`config.mk`:
```
export PLATFORM = sky130hd
export DESIGN_NAME = mem_line_fetcher
export DESIGN_NICKNAME = d
export VERILOG_FILES = /design/src/rtl/mem_line_fetcher.sv
export SDC_FILE = /design/constraint.sdc
export NUM_CORES = 1
export LEC_CHECK = 0
export CAP_MARGIN = 20
export CORE_UTILIZATION = 45
export DETAILED_ROUTE_END_ITERATION = 12
export PLACE_DENSITY = 0.78
export RECOVER_POWER = 50
export SLEW_MARGIN = 20
export SYNTH_ARGS = -nofsm -noshare
export SYNTH_HDL_FRONTEND = slang
export SYNTH_SLANG_ARGS = --single-unit
export TNS_END_PERCENT = 1
```
`constraint.sdc`:
```
create_clock -name i_clk -period 5.35 [get_ports i_clk]
set_input_delay 0.535 -clock i_clk [delete_from_list [all_inputs] [get_ports i_clk]]
set_output_delay 0.535 -clock i_clk [all_outputs]
set_load 0.05 [all_outputs]
```
`src/rtl/mem_line_fetcher.sv`:
```
// rtl/mem_line_fetcher.sv - line-read / word-write backend on a req/gnt/rvalid word bus
module mem_line_fetcher #(
    parameter int DATA_WIDTH       = 32,
    parameter int ADDR_WIDTH       = 32,
    parameter int CACHE_LINE_WIDTH = 256
) (
    input  logic                        i_clk,
    input  logic                        i_rst_n,
    input  logic                        i_mem_read_req,
    input  logic [ADDR_WIDTH-1:0]       i_mem_read_address,
    output logic                        o_mem_read_done,
    output logic [CACHE_LINE_WIDTH-1:0] o_cache_line,
    input  logic                        i_mem_write_valid,
    input  logic [ADDR_WIDTH-1:0]       i_mem_write_address,
    input  logic [DATA_WIDTH-1:0]       i_mem_write_data,
    input  logic [7:0]                  i_write_strobe,
    output logic                        o_mem_write_done,
    output logic                        o_bus_req,
    output logic                        o_bus_we,
    output logic [ADDR_WIDTH-1:0]       o_bus_addr,
    output logic [DATA_WIDTH-1:0]       o_bus_wdata,
    output logic [3:0]                  o_bus_be,
    input  logic                        i_bus_gnt,
    input  logic                        i_bus_rvalid,
    input  logic [DATA_WIDTH-1:0]       i_bus_rdata
);

    localparam int WORDS = CACHE_LINE_WIDTH / DATA_WIDTH;
    localparam int KW    = $clog2(WORDS);
    localparam int OFF   = $clog2(CACHE_LINE_WIDTH / 8);
    localparam int WB    = $clog2(DATA_WIDTH / 8);

    typedef enum logic [2:0] {
        IDLE,
        RD_ISSUE,
        RD_WAIT,
        RD_DONE,
        RD_HOLD,
        WR_ISSUE,
        WR_DONE,
        WR_HOLD
    } state_t;

    state_t                state_q;
    logic [ADDR_WIDTH-1:0] base_q;
    logic [KW-1:0]         k_q;

    logic [KW-1:0]         k_inc;
    logic [ADDR_WIDTH-1:0] next_word_addr;
    logic [ADDR_WIDTH-1:0] rd_base;
    logic [ADDR_WIDTH-1:0] wr_word_addr;
    logic [3:0]            wr_be;
    logic                  wr_has_be;
    logic                  unused_bits;

    assign k_inc          = k_q + KW'(1);
    // Word offsets wrap naturally at the top of the address space.
    assign next_word_addr = base_q + ADDR_WIDTH'({k_inc, {WB{1'b0}}});
    assign rd_base        = {i_mem_read_address[ADDR_WIDTH-1:OFF], {OFF{1'b0}}};
    assign wr_word_addr   = {i_mem_write_address[ADDR_WIDTH-1:WB], {WB{1'b0}}};
    assign wr_be          = i_write_strobe[3:0];
    assign wr_has_be      = |wr_be;
    assign unused_bits    = ^{i_write_strobe[7:4], i_mem_read_address[OFF-1:0],
                              i_mem_write_address[WB-1:0]};

    // Single FSM: state, word counter, line assembly and all registered outputs.
    // Bus payload is loaded on entry to an issue state and cleared on grant, so it
    // stays stable while waiting for gnt and is zero everywhere else.
    always_ff @(posedge i_clk) begin
        if (!i_rst_n) begin
            state_q          <= IDLE;
            base_q           <= '0;
            k_q              <= '0;
            o_cache_line     <= '0;
            o_mem_read_done  <= 1'b0;
            o_mem_write_done <= 1'b0;
            o_bus_req        <= 1'b0;
            o_bus_we         <= 1'b0;
            o_bus_addr       <= '0;
            o_bus_wdata      <= '0;
            o_bus_be         <= 4'h0;
        end else begin
            o_mem_read_done  <= 1'b0;
            o_mem_write_done <= 1'b0;
            case (state_q)
                IDLE: begin
                    if (i_mem_write_valid) begin
                        // An all-zero strobe keeps the bus idle; WR_ISSUE then finishes at once.
                        state_q     <= WR_ISSUE;
                        o_bus_req   <= wr_has_be;
                        o_bus_we    <= wr_has_be;
                        o_bus_addr  <= wr_has_be ? wr_word_addr : '0;
                        o_bus_wdata <= wr_has_be ? i_mem_write_data : '0;
                        o_bus_be    <= wr_be;
                    end else if (i_mem_read_req) begin
                        state_q    <= RD_ISSUE;
                        base_q     <= rd_base;
                        k_q        <= '0;
                        o_bus_req  <= 1'b1;
                        o_bus_we   <= 1'b0;
                        o_bus_addr <= rd_base;
                        o_bus_be   <= 4'hF;
                    end
                end
                RD_ISSUE: begin
                    if (i_bus_gnt) begin
                        state_q    <= RD_WAIT;
                        o_bus_req  <= 1'b0;
                        o_bus_addr <= '0;
                        o_bus_be   <= 4'h0;
                    end
                end
                RD_WAIT: begin
                    if (i_bus_rvalid) begin
                        o_cache_line[int'(k_q)*DATA_WIDTH +: DATA_WIDTH] <= i_bus_rdata;
                        if (k_q == KW'(WORDS - 1)) begin
                            state_q         <= RD_DONE;
                            o_mem_read_done <= 1'b1;
                        end else begin
                            state_q    <= RD_ISSUE;
                            k_q        <= k_inc;
                            o_bus_req  <= 1'b1;
                            o_bus_addr <= next_word_addr;
                            o_bus_be   <= 4'hF;
                        end
                    end
                end
                RD_DONE: begin
                    state_q <= RD_HOLD;
                end
                RD_HOLD: begin
                    // Upstream drops its level request late; wait so we never refetch.
                    if (!i_mem_read_req) begin
                        state_q <= IDLE;
                    end
                end
                WR_ISSUE: begin
                    if (i_bus_gnt || (o_bus_be == 4'h0)) begin
                        state_q          <= WR_DONE;
                        o_mem_write_done <= 1'b1;
                        o_bus_req        <= 1'b0;
                        o_bus_we         <= 1'b0;
                        o_bus_addr       <= '0;
                        o_bus_wdata      <= '0;
                        o_bus_be         <= 4'h0;
                    end
                end
                WR_DONE: begin
                    state_q <= WR_HOLD;
                end
                WR_HOLD: begin
                    if (!i_mem_write_valid) begin
                        state_q <= IDLE;
                    end
                end
                default: begin
                    state_q <= IDLE;
                end
            endcase
        end
    end

endmodule

```
* After elaboration in Yosys (flattened, before gate mapping)
Cells that the tools add are included.
** Operators by class
- Reductions and logical operators :: 16
- Div/mod/pow operators :: 0
- Eq/ne operators :: 18
- $add $sub $neg :: 3
- Bitwise gates (word level) :: 1
- Muxes and demuxes :: 45
- Magnitude comparators :: 0
- Multiply operators :: 0
- Shift-type cells :: 2
** Operators with widths (number)
- 32-bit two-way mux :: 9
- 256-bit bitwise mux :: 1
- 32-bit by 33-bit variable shift with 256-bit output, first input constant :: 1
- 32-bit by 33-bit variable part select with 256-bit output :: 1
- 32-bit one-hot mux with 4 select lines :: 1
- 32-bit one-hot mux with 2 select lines :: 1
- 3-bit two-way mux :: 11
- 8-bit negation with 33-bit output :: 1
- 32-bit by 5-bit adder with 32-bit output :: 1
- 4-bit two-way mux :: 6
- 3-bit one-hot mux with 8 select lines :: 1
- 2-bit != test, second input constant :: 9
- 4-bit one-hot mux with 4 select lines :: 1
- 3-bit equality test, second input constant :: 5
- 3-bit AND reduction :: 4
- 6-bit AND reduction :: 2
- 1-bit two-way mux :: 10
- 3-bit by 2-bit equality test with 1-bit output, second input constant :: 2
- 3-bit one-hot mux with 2 select lines :: 1
- 5-bit AND reduction :: 1
- 4-bit zero test :: 1
- 1-bit one-hot mux with 4 select lines :: 1
- 2-bit AND reduction :: 2
- 2-bit nonzero test :: 2
- 10 further kinds :: 10
** Word-level totals
- Input port bits :: 142
- Memories kept :: 0
- Memory bits (read-only) :: 0
- Output and inout port bits :: 328
- Bits in latches :: 0
- Flip-flop bits (word level) :: 361
- Logic and storage cells :: 96
- Bits in writable memories :: 0

* Longest topological paths before layout
- Word-level depth :: 5
- Depth in mapped cells :: 11
- Depth with buffers taken out :: 7

* Least setup slack after synthesis
OpenSTA, ideal clock, no wires.
- Kind :: register to register
- Start point :: register k_q[0]
- End point :: register o_cache_line[226]
- Slack :: 3.055 ns
- Buffers on the path :: 3
- Arrival :: 2.225 ns
- Period minus slack after synthesis :: 2.295 ns
- Stages on the path, launching flop included :: 11
- Cells stage by stage :: dfxtp_1 > buf_2 > inv_1 > ha_1 > ha_1 > buf_2 > nor3b_2 > nor2b_1 > clkbuf_1 > nand3_1 > a21oi_1
** On the way
- Cells in the longest elaborated chain, start to end :: 3
- Elaborated cells on any way between the ends :: 4
** RTL lines
- start: declaration :: line 46 : logic [KW-1:0] k_q;
- start signal: assignment :: line 121 : k_q <= k_inc;
- 8-bit negation with 33-bit output * :: line 115 : o_cache_line[int'(k_q)*DATA_WIDTH +: DATA_WIDTH] <= i_bus_rdata;
- 32-bit by 33-bit variable part select with 256-bit output or 32-bit by 33-bit variable shift with 256-bit output (tied branches) :: line 115
- 256-bit bitwise mux * :: line 115
- end signal: indexed assignment :: line 115
- end: declaration :: line 12 : output logic [CACHE_LINE_WIDTH-1:0] o_cache_line,
Mark *: on every way between the ends. The rest lies on a longest branch, timed or not.
A chain may end at the register's enable or synchronous reset.

* Worst setup path in the final report
- Start point :: register k_q[0]
- End point :: register o_cache_line[138]
The elaborated chain is that of the path after synthesis.

==> run_results.csv <==
group,metric,value,unit
grt,grt_start_max_net_pins,154,
min_path,worstHoldStart,"o_cache_line[248]",
drt,drtIter0Drc,1247,
floorplan,die_h,182.0,um
drt,vias_per_cell,5.771,
cts,ctsHoldBuffers,0,
sta,fin_skew,0.01644,ns
setup_path,worst-path-max-fanout,34,
floorplan,die-area,33120,um^2
sta,fmax,261.1,MHz
finish,nFillCells,2604,
floorplan,core_area,31720,um^2
setup_path,startpoint_type,"flip-flop",
finish,instances_no_fill,2512,
cts,clock_latency,0.53,ns
setup_path,worst_ep_required_time,5.80,ns
finish,nets,2229,
grt,antenna_found_initial,1,
sta,period_minus_slack,3.830,ns
setup_path,critical_path_class,"flip-flop to flip-flop",
sta,final-setup-viol-count,0,
synth,synth_area_per_cell,8.321,um^2
synth,ys_warn_count,0,
synth,synth-edff-count,0,
synth,syn-instance-count,1752,
place,hpwl,34240,um
finish,drive_gt1_share,7.397,%
synth,yosysSeqAreaShare,49.30,%
min_path,min_delay_worst_endpoint,"o_cache_line[248]",
floorplan,die_x,182.0,um
synth,yosysMostFrequentCell,"nand2_1",
synth,synth-async-reset-ratio,0,%
finish,seqCellArea,7187,um^2
job,maxCapViolations,0,
synth,synthTopCellsByArea,"dfxtp_1 (49%), nand2_1 (11%), a21oi_1 (10%), nand3_1 (7.5%), clkbuf_1 (2.8%)",
synth,synth_area,14580,um^2
sta,maxSlewViolCount,0,
drt,drtPass1Iterations,6,
finish,syn2layout_area_growth,39.40,%
place,numPortBuffers,456,
cts,cts_sinks,359,
finish,multiInputGateArea,6545,um^2
power_and_ir_drop,irDropWorstVdd,0.4104,mV
cts,numCtsBuffers,39,
synth,ys.flop_type,"dfxtp_1",
place,dp.cells,2443,
power_and_ir_drop,p_per_area,402.5,nW/um^2
floorplan,io_pins,470,
synth,yosys.cell_types.count,60,
sta,tightest_slew,1.245,ns
setup_path,end_kind,"flip-flop",
outcome,status,"complete, no violations",
drt,vias,14500,
drt,wl_per_cell,20.32,um
sta,finalHoldViolCount,0,
sta,fin_crit_sh,71.59,%
min_path,hp-class,"flip-flop to flip-flop",
cts,cts_buffer_depth,3,
cts,post_cts_buffers,0,
floorplan,start_util,45.96,%
cts,htree_num_levels,2,
power_and_ir_drop,p_leak,7.904,nW
sta,rsz0062_at_grt,"no",
drt,drc,0,
setup_path,r2r_cells,7,
sta,fin_tns_setup,0,ns
place,gp_congestion,0.8532,
min_path,hold_depth,2,
finish,design_area,20320,um^2
cts,root_buffer,"clkbuf_16",
synth,yosys.area.top_type,"dfxtp_1",
setup_path,cp_data_arrival_time,4.28,ns
drt,ant_nets,0,
sta,max_slew_margin,17.03,%
floorplan,rows,65,
grt,grt_pass1_wl,76370,um
grt,globalRouteTotalUtil,29.32,%
setup_path,reg2reg_slack,1.52,ns
cts,cts_resized,0,
place,placed_area,19060,um^2
grt,grt_pass1_vias,13530,
synth,synth_seq_cells,359,
drt,wl,51050,um
grt,grt_overflow,0,
setup_path,rr_endpoint,"o_cache_line[138]",
setup_path,r2r_start,"k_q[0]",
cts,cts_tree,"yes",
cts,clkTransAtPathRegs,0.06,ns
synth,yosys.area.top_type_share,49.30,%
synth,ys_top_cells_by_count,"nand2_1 (419), dfxtp_1 (359), a21oi_1 (294)",
==> critical path, cell delays in order, from the launching register on <==
cell	delay (ns)
dfxtp_1	0.73
inv_1	0.10
ha_1	0.24
ha_1	0.43
nor2_4	0.83
and2_1	1.02
nand3_1	0.19
a21oi_1	0.20
==> per-layer routing <==
layer | track usage (%) | share of wire, %
met5 | 0 | 0
met4 | 12.81 | 4.5
met3 | 7.581 | 11
met2 | 49.88 | 48
met1 | 34.85 | 37
==> placed cells by master (no fill, tap or decap), types with 10 or more instances in the layout <==
cell type	count
nand2_1	419
a211oi_2	30
clkbuf_1	13
dlygate4sd3_1	327
mux2i_1	35
a31oi_1	30
dfxtp_1	359
buf_4	22
clkdlybuf4s50_1	129
nand3_1	216
nor2_1	10
nor2b_1	11
clkbuf_16	40
nor4b_1	27
a221oi_2	26
inv_1	11
a21oi_1	293
==> report_power, final <==
group	internal (mW)	switching, mW
Combinational	0.786	1.64
Clock	1.57	1.09
Sequential	2.92	0.174
Total	5.27	2.91
==> sequential cells by signal, indices dropped and copies added, names as in the netlist <==
signal            cells
o_cache_line        256
o_bus_wdata          32
o_bus_addr           30
base_q               27
o_bus_be              4
k_q                   3
state_q               3
o_bus_req             1
o_bus_we              1
o_mem_read_done       1
o_mem_write_done      1
==> cell families after synthesis <==
family | count (synthesis) | share of synthesized area, %
AND/OR/NAND/NOR | 738 | 23.40
multiplexers | 35 | 2.403
XOR/XNOR | 1 | 0.06009
AO/OA/AOI/OAI | 407 | 18.21
other | 1 | 0.02572
adder cells (fa/ha/maj) | 5 | 0.4291
flip-flops | 359 | 49.30
buffers and inverters | 206 | 6.171
==> metrics by stage <==
| stage | power, mW | utilization, % | worst slack, ns | hold slack, ns |
|---|---|---|---|---|
| CTS | 8.281 | 64.05 | 1.621 | 0.4502 |
| detailed placement | 5.640 | 60.09 | 1.661 | 0.4423 |
| finish | 8.180 | 64.07 | 1.520 | 0.4459 |
| floorplan | 4.902 | - | 3.055 | 0.4364 |
| global placement | 5.596 | 60.08 | 1.760 | 0.4370 |
| global route | 8.467 | 64.07 | 1.322 | 0.4633 |
==> area by class of cell <==
type	instances	share of cell area [%]
clock inverter	9	0.5541
timing repair buffer	481	23.49
sequential	359	35.37
multi-input combinational	1188	32.21
tap	402	2.475
antenna	1	0.01231
inverter	13	0.2771
clock buffer	59	5.621
==> worst max path at each step <==
stage                                    to  slack, ns    from
after global routing      o_cache_line[128]       1.32  k_q[0]
after CTS                 o_cache_line[145]       1.62  k_q[0]
after floorplan           o_cache_line[226]       3.05  k_q[0]
after detailed placement  o_cache_line[143]       1.66  k_q[0]
after global placement    o_cache_line[238]       1.76  k_q[0]
final                     o_cache_line[138]       1.52  k_q[0]
(Power assumes the default switching activity.)
